===== src/rtl/rf_wb_arbiter_if.sv =====
// rtl/rf_wb_arbiter_if.sv - writeback requester and register-file write port bundle
interface rf_wb_arbiter_if;
    logic        a_valid;
    logic        a_ready;
    logic [4:0]  a_addr;
    logic [31:0] a_data;
    logic        b_valid;
    logic        b_ready;
    logic [4:0]  b_addr;
    logic [31:0] b_data;
    logic        WE3;
    logic [4:0]  WA3;
    logic [31:0] WD3;
    logic        busy;
    logic        grant_id;

    modport master (
        output a_valid, a_addr, a_data,
        output b_valid, b_addr, b_data,
        input  a_ready, b_ready,
        input  WE3, WA3, WD3, busy, grant_id
    );

    modport slave (
        input  a_valid, a_addr, a_data,
        input  b_valid, b_addr, b_data,
        output a_ready, b_ready,
        output WE3, WA3, WD3, busy, grant_id
    );
endinterface


===== src/rtl/rf_wb_arbiter.sv =====
// rtl/rf_wb_arbiter.sv - two-requester round-robin writeback arbiter with post-reset register clear
module rf_wb_arbiter #(
    parameter bit CLR_EN = 1'b1
) (
    input  logic          clk,
    input  logic          reset,
    rf_wb_arbiter_if.slave wb
);
    typedef enum logic {CLEAR = 1'b0, RUN = 1'b1} state_t;

    localparam state_t RST_STATE = CLR_EN ? CLEAR : RUN;

    state_t      state;
    state_t      state_nxt;
    logic [4:0]  cnt;
    logic        last_b;
    logic        a_rdy;
    logic        b_rdy;
    logic        busy_c;
    logic        we_q;
    logic [4:0]  wa_q;
    logic [31:0] wd_q;
    logic        gid_q;

    always_ff @(posedge clk) begin
        if (reset) begin
            state <= RST_STATE;
        end else begin
            state <= state_nxt;
        end
    end

    always_comb begin
        state_nxt = state;
        if (state == CLEAR && cnt == 5'd31) begin
            state_nxt = RUN;
        end
    end

    // On a tie the requester that did not win last time gets the port.
    always_comb begin
        busy_c = 1'b0;
        a_rdy  = 1'b0;
        b_rdy  = 1'b0;
        if (state == CLEAR) begin
            busy_c = 1'b1;
        end else begin
            a_rdy = wb.a_valid && (!wb.b_valid || last_b);
            b_rdy = wb.b_valid && (!wb.a_valid || !last_b);
        end
    end

    // Writes to x0 are consumed but never reach the register file.
    always_ff @(posedge clk) begin
        if (reset) begin
            cnt    <= 5'd1;
            last_b <= 1'b1;
            we_q   <= 1'b0;
            wa_q   <= 5'd0;
            wd_q   <= 32'd0;
            gid_q  <= 1'b0;
        end else begin
            we_q  <= 1'b0;
            wa_q  <= 5'd0;
            wd_q  <= 32'd0;
            gid_q <= 1'b0;
            if (state == CLEAR) begin
                we_q <= 1'b1;
                wa_q <= cnt;
                cnt  <= cnt + 5'd1;
            end else if (a_rdy) begin
                we_q   <= |wb.a_addr;
                wa_q   <= wb.a_addr;
                wd_q   <= (|wb.a_addr) ? wb.a_data : 32'd0;
                last_b <= 1'b0;
            end else if (b_rdy) begin
                we_q   <= |wb.b_addr;
                wa_q   <= wb.b_addr;
                wd_q   <= (|wb.b_addr) ? wb.b_data : 32'd0;
                gid_q  <= 1'b1;
                last_b <= 1'b1;
            end
        end
    end

    assign wb.a_ready  = a_rdy;
    assign wb.b_ready  = b_rdy;
    assign wb.busy     = busy_c;
    assign wb.WE3      = we_q;
    assign wb.WA3      = wa_q;
    assign wb.WD3      = wd_q;
    assign wb.grant_id = gid_q;
endmodule


===== src/flat_wrapper.sv =====
// flat-port wrapper written by rule: the top's interface ports become plain ports
module rf_wb_arbiter_flat 
#(
    parameter bit CLR_EN = 1'b1
)
  (clk, reset, wb_a_valid, wb_a_addr, wb_a_data, wb_b_valid, wb_b_addr, wb_b_data, wb_a_ready, wb_b_ready, wb_WE3, wb_WA3, wb_WD3, wb_busy, wb_grant_id);
  rf_wb_arbiter_if wb_i ();
  input  logic clk;
  input  logic reset;
  input wire logic [$bits(wb_i.a_valid)-1:0] wb_a_valid;
  input wire logic [$bits(wb_i.a_addr)-1:0] wb_a_addr;
  input wire logic [$bits(wb_i.a_data)-1:0] wb_a_data;
  input wire logic [$bits(wb_i.b_valid)-1:0] wb_b_valid;
  input wire logic [$bits(wb_i.b_addr)-1:0] wb_b_addr;
  input wire logic [$bits(wb_i.b_data)-1:0] wb_b_data;
  output wire logic [$bits(wb_i.a_ready)-1:0] wb_a_ready;
  output wire logic [$bits(wb_i.b_ready)-1:0] wb_b_ready;
  output wire logic [$bits(wb_i.WE3)-1:0] wb_WE3;
  output wire logic [$bits(wb_i.WA3)-1:0] wb_WA3;
  output wire logic [$bits(wb_i.WD3)-1:0] wb_WD3;
  output wire logic [$bits(wb_i.busy)-1:0] wb_busy;
  output wire logic [$bits(wb_i.grant_id)-1:0] wb_grant_id;
  assign wb_i.a_valid = wb_a_valid;
  assign wb_i.a_addr = wb_a_addr;
  assign wb_i.a_data = wb_a_data;
  assign wb_i.b_valid = wb_b_valid;
  assign wb_i.b_addr = wb_b_addr;
  assign wb_i.b_data = wb_b_data;
  assign wb_a_ready = wb_i.a_ready;
  assign wb_b_ready = wb_i.b_ready;
  assign wb_WE3 = wb_i.WE3;
  assign wb_WA3 = wb_i.WA3;
  assign wb_WD3 = wb_i.WD3;
  assign wb_busy = wb_i.busy;
  assign wb_grant_id = wb_i.grant_id;
  rf_wb_arbiter #(.CLR_EN(CLR_EN)) u_core (.clk(clk), .reset(reset), .wb(wb_i));
endmodule

===== config.mk =====
export PLATFORM = sky130hd
export DESIGN_NAME = rf_wb_arbiter_flat
export DESIGN_NICKNAME = d
export VERILOG_FILES = /design/src/rtl/rf_wb_arbiter_if.sv /design/src/rtl/rf_wb_arbiter.sv /design/src/flat_wrapper.sv
export SDC_FILE = /design/constraint.sdc
export NUM_CORES = 1
export LEC_CHECK = 0
export CAP_MARGIN = 40
export CORE_MARGIN = 2
export CORE_UTILIZATION = 33
export CTS_CLUSTER_SIZE = 12
export DETAILED_ROUTE_END_ITERATION = 8
export GPL_TIMING_DRIVEN = 0
export PLACE_DENSITY = 0.79
export SLEW_MARGIN = 25
export SYNTH_ARGS = -nofsm -noshare
export SYNTH_HDL_FRONTEND = slang
export SYNTH_SLANG_ARGS = --single-unit

===== constraint.sdc =====
create_clock -name clk -period 2.15 [get_ports clk]
set_clock_uncertainty 0.1 [all_clocks]
set_input_delay 0.43 -clock clk [delete_from_list [all_inputs] [get_ports clk]]
set_output_delay 0.43 -clock clk [all_outputs]
set_load 0.01 [all_outputs]

# After elaboration in Yosys (flattened, before gate mapping)
# Cells that the tools add are included.
# totals
elab_cells	40
in_bits	78
output_inout_bits	42
register_bits	46
# classes
reduce_logical	14
muxes	16
n_eq_ne	1
addsub	1
n_bitwise	1
# ops
operator	count
32-bit 2-to-1 mux	4
5-bit 2-to-1 mux	3
5-bit OR reduction	2
1-bit 2-to-1 mux	9
5-bit by 1-bit adder with 5-bit output (second input constant)	1
5-bit == test (second input constant)	1
1-bit logical AND	3
1-bit zero test	3
3-bit OR reduction	1
1-bit logical OR	2
2-bit AND reduction	1
2-bit nonzero test	1
2-bit OR reduction	1
1-bit NOT	1

# Logic depth before layout (Yosys ltp)
# logic_depth
word_depth	7
mapped_depth	5
mapped_depth_nobuf	5

# Worst setup path before layout
# Ideal clock, no wire load.
# synth_timing
path_type	input to register
from	in wb_a_addr[0]
to	reg u_core.wd_q[10], in the netlist u_core.wb.WD3[10]
arrival_ns	1.591
t_required_ns	1.933
setup_time_ns	0.117
path_slack_ns	0.342
n_path_buf	1
stages	4
cell_sequence	or4_4 o2111a_2 buf_6 a22o_1
# synth_via
elab_chain_len	3
# synth_rtl
item	line_no	rtl
from (decl)	flat_wrapper.sv:11	input wire logic [$bits(wb_i.a_addr)-1:0] wb_a_addr;
5-bit OR reduction	rf_wb_arbiter.sv:74	wd_q <= (|wb.a_addr) ? wb.a_data : 32'd0;
32-bit 2-to-1 mux	rf_wb_arbiter.sv:74	
32-bit 2-to-1 mux	rf_wb_arbiter.sv:71	end else if (a_rdy) begin
to (signal assigned)	rf_wb_arbiter.sv:74	
to (signal assigned)	rf_wb_arbiter.sv:79	wd_q <= (|wb.b_addr) ? wb.b_data : 32'd0;
to (decl)	rf_wb_arbiter.sv:22	logic [31:0] wd_q;
# No other way between the ends.
# A chain may end at the register's enable or synchronous reset.

# Worst setup path after layout
# layout_timing
from	in wb_b_valid
to	out wb_b_ready
# layout_via
elab_chain_len	2
# layout_rtl
item	line_no	rtl
from (decl)	flat_wrapper.sv:13	input wire logic [$bits(wb_i.b_valid)-1:0] wb_b_valid;
1-bit logical AND	rf_wb_arbiter.sv:49	b_rdy = wb.b_valid && (!wb.a_valid || !last_b);
1-bit 2-to-1 mux	rf_wb_arbiter.sv:45	if (state == CLEAR) begin
to (decl)	flat_wrapper.sv:17	output wire logic [$bits(wb_i.b_ready)-1:0] wb_b_ready;
# No other way between the ends.

==> flow_metrics.tcl <==
set metrics [dict create \
    status "finished clean" \
    hold_slack_ns 0.4292 \
    ys_seq_elements 46 \
    p_leak_uw 0.001171 \
    timing.slew.headroom_pct 69.46 \
    worstPathArrival_ns 1.55 \
    layout_min_cycle_time_ns 2.077 \
    final_cell_mix "clkdlybuf4s50_1 (116), dfxtp_1 (46), a22o_1 (32), nor2_1 (11), clkbuf_8 (6)" \
    post-route-period-util_pct 96.60 \
    grt_pass1_wl_um 7327 \
    r2r_setup_slack_ns 0.43 \
    io_pins 120 \
    reg2reg_depth 6 \
    first_global_vias 1531 \
    die_w_um 72.82 \
    core_area_um2 4629 \
    wl_um 4856 \
    hold_class "flop to flop" \
    h-tree-depth 2 \
    power_uw 1608 \
    avgSynthCellArea_um2 11.84 \
    syn2layout_area_growth_pct 89.75 \
    drc 0 \
    cts.sinks 46 \
    min_to "u_core.wb.WA3[2]" \
    clock_path_buffers 2 \
    synth_nets 212 \
    cp-end-kind "primary output" \
    max_freq_mhz 481.5 \
    synthCells 132 \
    detail_route.vias_per_cell 5.019 \
    cts_buffers 5 \
    tightest_slew_ns 0.4582 \
    dieArea_um2 5302 \
    start_util_pct 33.76 \
    synth-warning-count 0 \
    cp_max_fo 3 \
    ant_nets 0 \
    r2r-start "u_core.state" \
    antenna_found_initial 0 \
    fillers 371 \
    min_path_cells 2 \
    clk_pin_slew_ns 0.08 \
    maxSlewViolCount 0 \
    final_common_cell "clkdlybuf4s50_1" \
    grt_setup_unrepaired "false" \
    path_class "input port to primary output" \
    insertion_delay_ns 0.30 \
    crit_required_ns 1.62 \
    drtPass1Iterations 5 \
    irDropWorstVdd_v 0.0002987 \
    setup_viol 0 \
    antenna-diode-count 0 \
    grt_start_max_net_pins 14 \
    powerDensity_nw_per_um2 542.4 \
    portBuffers 119 \
    ys_seq_area_share_pct 58.93 \
    die_y_um 72.82 \
    num-nets-final 342 \
    globalplace.congestion 0.7878 \
    clockRootBuffer "clkbuf_8" \
    synth_cell_types 29 \
    drv_cap 0 \
    fin_tns_setup_ns 0 \
    rows 25 \
    post_drt_wl_per_cell_um 15.32 \
    grt_overflow 0 \
    final-hold-violation-count 0 \
    netlist_area_um2 1563 \
    dp.final_hpwl_um 3762 \
    grt.total_usage_pct 18.56 \
    dr.first_iter.drc_count 42 \
    layout-drive-gt1-share_pct 8.745 \
    hp-start "u_core.cnt[2]" \
    reg2reg_to "u_core.wb.WD3[13]" \
    worst_setup_path_start_kind "input port" \
    cts_tree "yes" \
    vias 1591 \
]
[per-layer routing]
layer	part of all wire, %	track usage, %	routed length (um)	up-vias
li1	-	-	-	757
met1	38	19.83	1830	745
met2	52	33.13	2523	78
met3	8.3	6.768	404	11
met4	2.0	7.202	98	0
met5	0	0	0	-
[worst max path at each step]
stage                       from                 to  slack, ns  cells after the start
finish                wb_b_valid         wb_b_ready       0.07                      4
global route          wb_b_valid  u_core.wb.WD3[13]      0.005                      7
CTS                   wb_a_valid         wb_a_ready      0.001                      4
detailed placement    wb_b_valid         wb_b_ready      -0.35                      4
global placement      wb_b_valid         wb_b_ready      -0.33                      4
floorplan           wb_a_addr[0]  u_core.wb.WD3[10]       0.34                      4
[cells by family after synthesis]
logic type | count (synthesis) | synth area share [%]
flip-flops | 46 | 58.93
adder cells (fa/ha/maj) | 2 | 1.601
AO/OA/AOI/OAI | 45 | 25.14
XOR/XNOR | 3 | 1.682
multiplexers | 2 | 1.281
buffers and inverters | 11 | 4.323
AND/OR/NAND/NOR | 23 | 7.047
[report_power, final]
part	total, uW	internal (uW)	switching, uW	leakage [uW]
Combinational	194	147	46.7	0.000751
Sequential	875	865	10.8	0.000372
Clock	539	260	280	0.0000482
Total	1610	1270	337	0.00117
[layout make-up]
cell class,count,area (um2),area share (%)
repair buffers,123,1222,41.22
flip-flops and latches,46,920.9,31.05
multi-input cells,75,589.3,19.87
clock buffers,7,86.33,2.911
well taps,54,67.56,2.278
plain buffers,8,62.56,2.110
inverters,3,11.26,0.3797
clock inverters,1,5.005,0.1688
[synthesized netlist by cell type]
library cell	instances	area share [%]
nand2_1	4	0.96
a31oi_1	1	0.40
mux2i_1	2	1.3
a222oi_1	3	1.9
ha_1	2	1.6
buf_1	1	0.24
o2111a_1	1	0.72
and2_1	1	0.40
nor2b_1	1	0.40
xnor2_1	1	0.56
a22o_1	32	18
xor2_1	2	1.1
a221oi_1	2	1.1
nor2_1	11	2.6
inv_1	2	0.48
clkbuf_1	1	0.24
and3_1	1	0.40
o211ai_1	1	0.48
or4_4	1	0.72
inv_2	1	0.24
dfxtp_1	46	59
buf_6	3	2.2
o21ai_0	2	0.64
nand4_1	1	0.40
o2111a_2	1	0.80
a21oi_2	2	1.1
nor3_1	2	0.64
or4_1	1	0.48
buf_2	3	0.96
[through the flow]
stage,util (%),setup WS (ns),cells,instance area [um2]
after floorplan,-,0.3420,132,1563
after CTS,63.54,0.001175,315,2942
after global routing,64.05,0.005477,317,2965
after detailed placement,60.95,-0.3461,305,2821
final,64.05,0.07309,317,2965
after global placement,60.95,-0.3259,305,2821
[state kept, by name (all words and copies together) (netlist names)]
register / flops
u_core.wb.WE3: 1
u_core.cnt: 5
u_core.wb.WA3: 5
u_core.last_b: 1
u_core.wb.WD3: 32
u_core.wb.grant_id: 1
u_core.state: 1
[worst max-delay path, stage by stage]
cell and delay (ns):
clkdlybuf4s50_1 0.54, nand2_1 0.13, a21oi_4 0.18, clkdlybuf4s15_1 0.26
[repair_timing]
action | CTS | global route
setup buffers | 2 | 2
pin swaps | 0 | 0
endpoints found under the setup margin | 3 | 4
endpoints found under the hold margin | 0 | 0
resized for setup | 5 | 4
hold buffers | 0 | 0
No activity file was read; power rests on OpenSTA's default activity.
